$ cat src/rtl/esm_pkg.sv
// Shared types and helpers for the ESM issue scheduler.
package esm_pkg;

    // Scheduler sequencing states.
    typedef enum logic [2:0] {
        S_IDLE    = 3'd0,
        S_WAIT    = 3'd1,
        S_SELECT  = 3'd2,
        S_CAPTURE = 3'd3,
        S_ISSUE   = 3'd4
    } esm_sched_state_t;

    // Default settle time: the core resynchronizes the snapshot through two flops.
    localparam int ESM_SETTLE_DEFAULT = 2;

    // Index width for a buffer of n slots (at least one bit).
    function automatic int esm_idx_w(input int n);
        return (n <= 2) ? 1 : $clog2(n);
    endfunction

endpackage

$ cat src/rtl/esm_slot_mask.sv
// Pending-slot register: per-bit set/clear with flush > set > clear priority.
module esm_slot_mask
    import esm_pkg::*;
#(
    parameter  int bs = 16,
    localparam int IW = esm_idx_w(bs)
) (
    input  logic          clk,
    input  logic          rst,
    input  logic          flush,
    input  logic          set_en,
    input  logic [IW-1:0] set_idx,
    input  logic          clr_en,
    input  logic [IW-1:0] clr_idx,
    output logic [bs-1:0] pending
);

    for (genvar i = 0; i < bs; i++) begin : g_bit
        logic set_hit, clr_hit;
        assign set_hit = set_en && (set_idx == IW'(i));
        assign clr_hit = clr_en && (clr_idx == IW'(i));

        // A set on the same cycle as the issue clear keeps the bit: the slot was re-armed.
        always_ff @(posedge clk or negedge rst) begin
            if (!rst)          pending[i] <= 1'b0;
            else if (flush)    pending[i] <= 1'b0;
            else if (set_hit)  pending[i] <= 1'b1;
            else if (clr_hit)  pending[i] <= 1'b0;
        end
    end

endmodule

$ cat src/rtl/esm_issue_scheduler.sv
// Issue scheduler: snapshots pending slots, lets the core settle, strobes
// proceed, validates its choice and hands it to execution via valid/ready.
module esm_issue_scheduler
    import esm_pkg::*;
#(
    parameter  int bs     = 16,
    parameter  int SETTLE = ESM_SETTLE_DEFAULT,
    parameter  int CW     = 16,
    localparam int IW     = esm_idx_w(bs)
) (
    input  logic          clk,
    input  logic          rst,
    input  logic          flush,
    input  logic          slot_set,
    input  logic [IW-1:0] slot_set_index,
    output logic [0:bs-1] core_independent_instr,
    output logic [IW-1:0] core_buffer_index,
    output logic          core_proceed,
    input  logic [IW-1:0] core_next_buffer_index,
    input  logic          core_valid_count,
    output logic          issue_valid,
    output logic [IW-1:0] issue_index,
    input  logic          issue_ready,
    output logic [bs-1:0] pending,
    output logic [CW-1:0] issued_count,
    output logic [CW-1:0] miss_count,
    output logic          busy
);

    localparam int SCW = $clog2(SETTLE + 1);

    esm_sched_state_t state, next_state;
    logic [bs-1:0]    snapshot;
    logic [SCW-1:0]   settle_cnt;
    logic             accept, handshake, miss;

    esm_slot_mask #(.bs(bs)) u_mask (
        .clk     (clk),
        .rst     (rst),
        .flush   (flush),
        .set_en  (slot_set),
        .set_idx (slot_set_index),
        .clr_en  (handshake),
        .clr_idx (issue_index),
        .pending (pending)
    );

    // Core sees the snapshot MSB-first: port bit i is slot i.
    for (genvar i = 0; i < bs; i++) begin : g_snap
        assign core_independent_instr[i] = snapshot[i];
    end

    assign busy = (state != S_IDLE);

    // Choice must still be in both the snapshot and the live mask (stale guard).
    assign accept    = core_valid_count && snapshot[core_next_buffer_index]
                       && pending[core_next_buffer_index];
    assign handshake = (state == S_ISSUE) && issue_ready && !flush;
    assign miss      = (state == S_CAPTURE) && !accept && !flush;

    // Next-state logic; flush overrides every transition.
    always_comb begin
        next_state = state;
        case (state)
            S_IDLE:    if (|pending) next_state = S_WAIT;
            S_WAIT:    if (settle_cnt == SCW'(SETTLE - 1)) next_state = S_SELECT;
            S_SELECT:  next_state = S_CAPTURE;
            S_CAPTURE: next_state = accept ? S_ISSUE : S_IDLE;
            S_ISSUE:   if (issue_ready) next_state = S_IDLE;
            default:   next_state = S_IDLE;
        endcase
        if (flush) next_state = S_IDLE;
    end

    // State register.
    always_ff @(posedge clk or negedge rst) begin
        if (!rst) state <= S_IDLE;
        else      state <= next_state;
    end

    // Snapshot, settle counter, indices, registered strobes and statistics.
    always_ff @(posedge clk or negedge rst) begin
        if (!rst) begin
            snapshot          <= '0;
            settle_cnt        <= '0;
            core_buffer_index <= '0;
            issue_index       <= '0;
            core_proceed      <= 1'b0;
            issue_valid       <= 1'b0;
            issued_count      <= '0;
            miss_count        <= '0;
        end else begin
            if (state == S_IDLE && next_state == S_WAIT) begin
                snapshot   <= pending;
                settle_cnt <= '0;
            end else if (state == S_WAIT) begin
                settle_cnt <= settle_cnt + SCW'(1);
            end
            if (state == S_CAPTURE && accept) issue_index <= core_next_buffer_index;
            if (handshake) begin
                core_buffer_index <= issue_index;
                issued_count      <= issued_count + CW'(1);
            end
            if (miss) miss_count <= miss_count + CW'(1);
            core_proceed <= (next_state == S_SELECT);
            issue_valid  <= (next_state == S_ISSUE);
        end
    end

endmodule

$ cat config.mk
export PLATFORM = sky130hd
export DESIGN_NAME = esm_issue_scheduler
export DESIGN_NICKNAME = d
export VERILOG_FILES = /design/src/rtl/esm_pkg.sv /design/src/rtl/esm_slot_mask.sv /design/src/rtl/esm_issue_scheduler.sv
export SDC_FILE = /design/constraint.sdc
export NUM_CORES = 1
export LEC_CHECK = 0
export ABC_CLOCK_PERIOD_IN_PS = 3800
export BUFFER_PORTS_ARGS = -buffer_cell sky130_fd_sc_hd__buf_2
export CAP_MARGIN = 40
export CORE_MARGIN = 3
export CORE_UTILIZATION = 50
export CTS_BUF_LIST = sky130_fd_sc_hd__clkbuf_4 sky130_fd_sc_hd__clkbuf_8 sky130_fd_sc_hd__clkbuf_16
export DETAILED_ROUTE_END_ITERATION = 8
export PLACE_DENSITY_LB_ADDON = 0.15
export RECOVER_POWER = 25
export SETUP_SLACK_MARGIN = 0.02
export SYNTH_ARGS = -nofsm -noshare
export SYNTH_HDL_FRONTEND = slang
export SYNTH_SLANG_ARGS = --single-unit
$ cat constraint.sdc
create_clock -name clk -period 3.8 [get_ports clk]
set_input_delay 0.57 -clock clk [delete_from_list [all_inputs] [get_ports clk]]
set_output_delay 0.57 -clock clk [all_outputs]
set_load 0.05 [all_outputs]
==> After elaboration in Yosys (flattened, before gate mapping) <==
Cells that the tools add are included.
{ "op_classes": {"add_sub_neg": 3, "order_cmp": 1, "eq_ne": 38, "muxes": 60, "reduce_logical": 64} }
{ "ops": {"columns": ["cell", "n"], "rows": [
  ["$eq 4x4->1 const B", 16],
  ["$reduce_bool 3->1", 17],
  ["$mux 1", 50],
  ["$logic_and 1x1->1", 40],
  ["$add 16x1->16 const B", 2],
  ["$eq 4x3->1 const B", 8],
  ["$eq 4x2->1 const B", 4],
  ["$reduce_or 16->1", 1],
  ["$mux 3", 5],
  ["$pmux 3 s5", 1],
  ["$eq 3x2->1 const B", 3],
  ["$bmux 1 s4", 2],
  ["$eq 4x1->1 const B", 2],
  ["$logic_not 4->1", 2],
  ["$eq 3x1->1 const B", 2],
  ["$eq 3x3->1 const B", 2],
  ["$lt 4x5->1 const B", 1],
  ["$mux 2", 2],
  ["$logic_not 3->1", 1],
  ["$add 2x1->2 const B", 1],
  ["$eq 2x1->1 const B", 1],
  ["$logic_not 1->1", 2],
  ["$reduce_bool 2->1", 1]
]} }
{ "word_totals": {"register_bits": 79, "inputBits": 14, "out_inout_bits": 75, "wordCells": 191} }

==> Depth between registers and ports, before layout <==
{ "depth": {"depth_word": 10, "ltp_mapped": 8} }

==> Cells and area by module <==
Synthesis repeated with hierarchy kept, for this count alone.
{ "unflattened": {"hier_cells": 333, "area_unflattened_um2": 3763.6} }
{ "modules_own_cells": {"columns": ["mod", "n_inst", "cells_per_inst", "area_per_inst_um2"], "rows": [
  ["esm_issue_scheduler", 1, 260, 3012.9],
  ["esm_slot_mask", 1, 73, 750.7]
]} }

==> Least setup slack after synthesis <==
OpenSTA, ideal clock, no wires.
{ "synth_timing": {"path_type": "register to register", "from": "register u_mask.pending[11]", "to": "register snapshot[10]", "t_arrival_ns": 2.030, "required_time_ns": 3.675, "setup_slack_ns": 1.646, "path_stages_with_launch": 6, "n_path_buf": 1, "synth_period_minus_slack_ns": 2.154, "cell_sequence": "dfrtp_1 > nor4_1 > nand4_1 > nand3_1 > clkbuf_1 > mux2_2"} }
{ "synth_between": {"elab_chain_len": 8} }
{ "synth_lines": {"columns": ["element", "line_no", "text"], "rows": [
  ["start, declared", "esm_slot_mask.sv:15", "output logic [bs-1:0] pending"],
  ["start signal, assigned by index", "esm_slot_mask.sv:25", "if (!rst) pending[i] <= 1'b0;"],
  ["start signal, assigned by index", "esm_slot_mask.sv:26", "else if (flush) pending[i] <= 1'b0;"],
  ["start signal, assigned by index", "esm_slot_mask.sv:27", "else if (set_hit) pending[i] <= 1'b1;"],
  ["$bmux 1 s4", "esm_issue_scheduler.sv:57", "&& pending[core_next_buffer_index];"],
  ["$mux 1 (implied by the code)", "esm_issue_scheduler.sv:57", null],
  ["$logic_and 1x1->1", "esm_issue_scheduler.sv:57", null],
  ["$mux 3", "esm_issue_scheduler.sv:68", "S_CAPTURE: next_state = accept ? S_ISSUE : S_IDLE;"],
  ["$pmux 3 s5 (*)", "esm_issue_scheduler.sv:64", "case (state)"],
  ["$mux 3 (*)", "esm_issue_scheduler.sv:72", "if (flush) next_state = S_IDLE;"],
  ["$eq 3x1->1 (*)", "esm_issue_scheduler.sv:93", "if (state == S_IDLE && next_state == S_WAIT) begin"],
  ["$logic_and 1x1->1 (*)", "esm_issue_scheduler.sv:93", null],
  ["end signal, assigned", "esm_issue_scheduler.sv:94", "snapshot <= pending;"],
  ["end, declared", "esm_issue_scheduler.sv:33", "logic [bs-1:0] snapshot;"]
]} }
Mark *: on every way between the ends. The rest lies on a longest branch, timed or not. The select of a mux whose other input is x is not followed.
A chain may end at the register's enable or synchronous reset.

==> Worst setup path after layout <==
{ "layout_timing": {"from": "input port core_next_buffer_index[0]", "to": "register issue_index[1]"} }
{ "layout_between": {"elab_chain_len": 5} }
{ "layout_lines": {"columns": ["element", "line_no", "text"], "rows": [
  ["start, declared", "esm_issue_scheduler.sv:19", "input logic [IW-1:0] core_next_buffer_index,"],
  ["$bmux 1 s4", "esm_issue_scheduler.sv:56", "assign accept = core_valid_count && snapshot[core_next_buffer_index]"],
  ["$mux 1 (implied by the code)", "esm_issue_scheduler.sv:56", null],
  ["$logic_and 1x1->1", "esm_issue_scheduler.sv:56", null],
  ["$logic_and 1x1->1 (*)", "esm_issue_scheduler.sv:57", null],
  ["$logic_and 1x1->1 (*)", "esm_issue_scheduler.sv:99", "if (state == S_CAPTURE && accept) issue_index <= core_next_buffer_index;"],
  ["end signal, assigned", "esm_issue_scheduler.sv:99", null],
  ["end, declared", "esm_issue_scheduler.sv:22", "output logic [IW-1:0] issue_index,"]
]} }
Marked as above.

==> results list <==
- Outcome: complete, but fails checks
- Violated checks: capacitance limit, slew limit
- For this design, the sink count on the clock tree is a little under 80.
- Clock skew: approximately 0.0081 ns
- Count of mapped cells out of synthesis: 331
- The region available for standard cell placement spans between 6000 and 7000 um2.
- In this run the horizontal extent of the chip is ~91 um.
- In this run, the number of DRC markers left after iteration 0 of detailed routing was around 120.
* Syn. warnings: 0
* Async set or reset register ratio after synthesis: 1.00
* Power density cells: between 400 and 500 nW/um2
* Category of the most critical setup path: input port to flop
* Hold path start: issued_count[15]
- Data on the critical path is required at its endpoint by 4.03 ns.
- Compared with the post-synthesis result, the final layout area differs by 21.2%.
- Leading cell type by number of instances after synthesis: dfrtp_1
- The synthesized netlist contains 38 unique library cells.
* Tcrit/Tclk final: 0.701
* Total routing usage reported by global routing: 0.218
- RSZ-0062 raised after global routing: no
- The floorplan has 30 rows.
- Maximum vdd drop: around 0.23 mV
- The synthesized design spends more area on one cell type than any other, namely dfrtp_1.
* Number of gates resized after cts: 0
* Final hold viol count: 0
- Maximum number of pins on one net before global-route repair: 50
- For hold timing, the worst endpoint is issued_count[15].
- Final core utilization: 0.631
* First-pass detailed-route iteration total: 4
- Worst reg2reg path endpoint: issue_index[1]
* Static power due to leakage: about 0.0023 uW
- Commonest cells in the synthesized netlist: dfrtp_1 (79), nand2_1 (39), mux2_2 (23)
- Fmax achieved: 375 MHz
* Wire per inst: 16.4 um
* Setup repair bufs after CTS: 0
- After legalization and detailed placement, the total HPWL measured approximately 6200 um.
- Syn Area/Cell: approximately 11 um2
- Layout net count: about 440
* Most area-consuming cells after synthesis: dfrtp_1 (55%), mux2_2 (7.2%), xor2_1 (4.4%), nand2_1 (4.1%), xnor2_1 (3.2%)
- The H-tree was split into 3 levels.
* Number of synthesized flops with an enable pin: 0
- Final setup violation count: 0
- Number of max-capacitance violations reported: 1
- Worst EP arrival: 2.89 ns
- Inserted Diodes: 0
- The longest clock path from root to sink contains 2 buffers.
- For this design, the CTS-stage hold fixing added 0 buffers.
- Port buffering added a little under 90 buffers.
- Clock latency on the worst-skew pair, taken at its later pin, is about 0.35 ns.
- Total I/O pin count: between 80 and 90
* Starting utilization of the core area: 0.521
* R2R cell count: 6
- CTS placed an instance of clkbuf_8 at the clock tree root.
- CP Launch Type: input port
- The final layout contains routed wiring with a total length of ~8600 um.
* Clock period minus worst slack: roughly 2.7 ns
- Synthesized Nets: approximately 350
- Global placement routability congestion: around 0.94
* Post-route DRC: 0
- The mapped netlist covers approximately 3600 um2.
- Share of post-route cells with drive strength above 1: 0.299
- Vertical extent of the die: 90.6 um
- In the final timing run, aggregate negative setup slack is 0 ns.
- Inserted Clock Buffers: 9
* Crit Reg-Reg Startpoint: u_mask.pending[0]
* Commonest register cell after synthesis: dfrtp_1
* Worst slew margin: -0.0688
- STA classifies the critical path endpoint as a flop.
- Final max-slew violation count: 32
- Min-Delay Path Depth: 1
- Worst Path Max Fanout: 17
- After clock tree synthesis, the clock-pin slew on the worst setup and hold paths is roughly 0.08 ns.
- TritonCTS built the clock tree.
* Worst setup slack for register-to-register paths: between 1 and 1.5 ns
* Sequential element share of the synthesized area: 0.552
- Detailed routing inserted a total of around 2,900 vias.
- The number of antenna violations at the first check in global routing came to 0.
- Using the TritonRoute via totals, the vias-per-cell ratio works out to ~5.5.
- Flop and latch count out of synthesis: 79
* Area share of the largest cell type after synthesis: 0.552
- Total die area: roughly 8000 um2
* Via count of the first global-routing pass: 2,785
- In this run the remaining antenna-violating nets after routing total 0.
- The first global-routing pass estimated between 10,000 and 15,000 um of wire.
- Total congestion overflow after global routing: 0
* Transition time at the pin with the least slew margin: 1.60 ns
- Worst min-delay path category: flop to flop
==> kinds of logic (layout without fill, tap and decap cells) <==
group                      Yosys count  count (layout)  share of synthesized area
xor gates and xnor gates            31              31                     0.0759
adders and majority gates            3               3                     0.0105
AOI/OAI and AO/OA                   52              52                     0.0843
buffers and inverters               14             111                     0.0154
DFF                                 79              79                      0.552
and+or+nand+nor                    128             128                      0.186
muxes                               24              24                     0.0752
==> cell usage in the layout, fill, tap and decap left out, types with 13 or more instances in the layout <==
master	count
mux2_2	23
dfrtp_1	79
o21ai_0	21
nand3_1	21
nor2_1	13
nand2_1	39
a21oi_1	18
xor2_1	18
buf_2	87
xnor2_1	13
==> stage by stage <==
step	instance area [um2]	total power [uW]	hold WS, ns	setup slack, ns	instances
after floorplan	3580	1180	0.274	1.65	331
after global placement	4110	1280	0.451	1.01	507
after detailed placement	4150	1300	0.452	0.861	509
after CTS	4360	1960	0.159	1.22	524
after global routing	4340	2020	0.483	0.764	524
final	4340	1940	0.461	1.14	524
==> report_power, final <==
group	total [uW]	switching [uW]	internal [uW]
logic	337	237	100
clock network	667	302	365
registers	937	51.3	886
==> worst max-delay path, stage by stage <==
cell,delay [ns]
buf_2,0.19
nand3b_1,0.19
a2111oi_0,0.53
o41ai_1,0.13
nand3_1,0.44
nand4b_1,0.44
mux2_2,0.40
==> per-layer routing <==
layer,routed length (um),vias up,global-route usage,share of wire
li1,-,1368,-,-
met1,3830,1382,0.295,0.44
met2,4260,96,0.353,0.49
met3,445,10,0.0442,0.052
met4,82,0,0.0689,0.0095
met5,0,-,0,0
==> registers in the layout, summed over array words and instances (netlist names) <==
register           count
issue_index            4
state                  3
settle_cnt             2
core_proceed           1
u_mask.pending        16
miss_count            16
core_buffer_index      4
issue_valid            1
snapshot              16
issued_count          16
==> how the worst max path moves through the flow <==
| stage | from | to | slack [ns] | cells past startpoint |
|---|---|---|---|---|
| final | core_next_buffer_index[0] | issue_index[1] | 1.14 | 7 |
| after detailed placement | core_next_buffer_index[0] | issue_index[1] | 0.86 | 7 |
| after global placement | core_next_buffer_index[0] | issue_index[3] | 1.01 | 7 |
| after floorplan | u_mask.pending[11] | snapshot[10] | 1.65 | 5 |
| after global routing | rst | issue_index[1] | 0.76 | 2 |
| after CTS | core_next_buffer_index[0] | issue_index[1] | 1.22 | 7 |
==> final cells by class <==
cell class	count	area [um2]
Sequential cell	79	1980
Clock inverter	6	86.3
Inverter	6	22.5
Clock buffer	9	124
Multi-Input combinational cell	238	1550
Fill cell	601	2530
Timing Repair Buffer	90	459
Tap cell	96	120
Note: power is estimated with default switching activity, not from simulation.
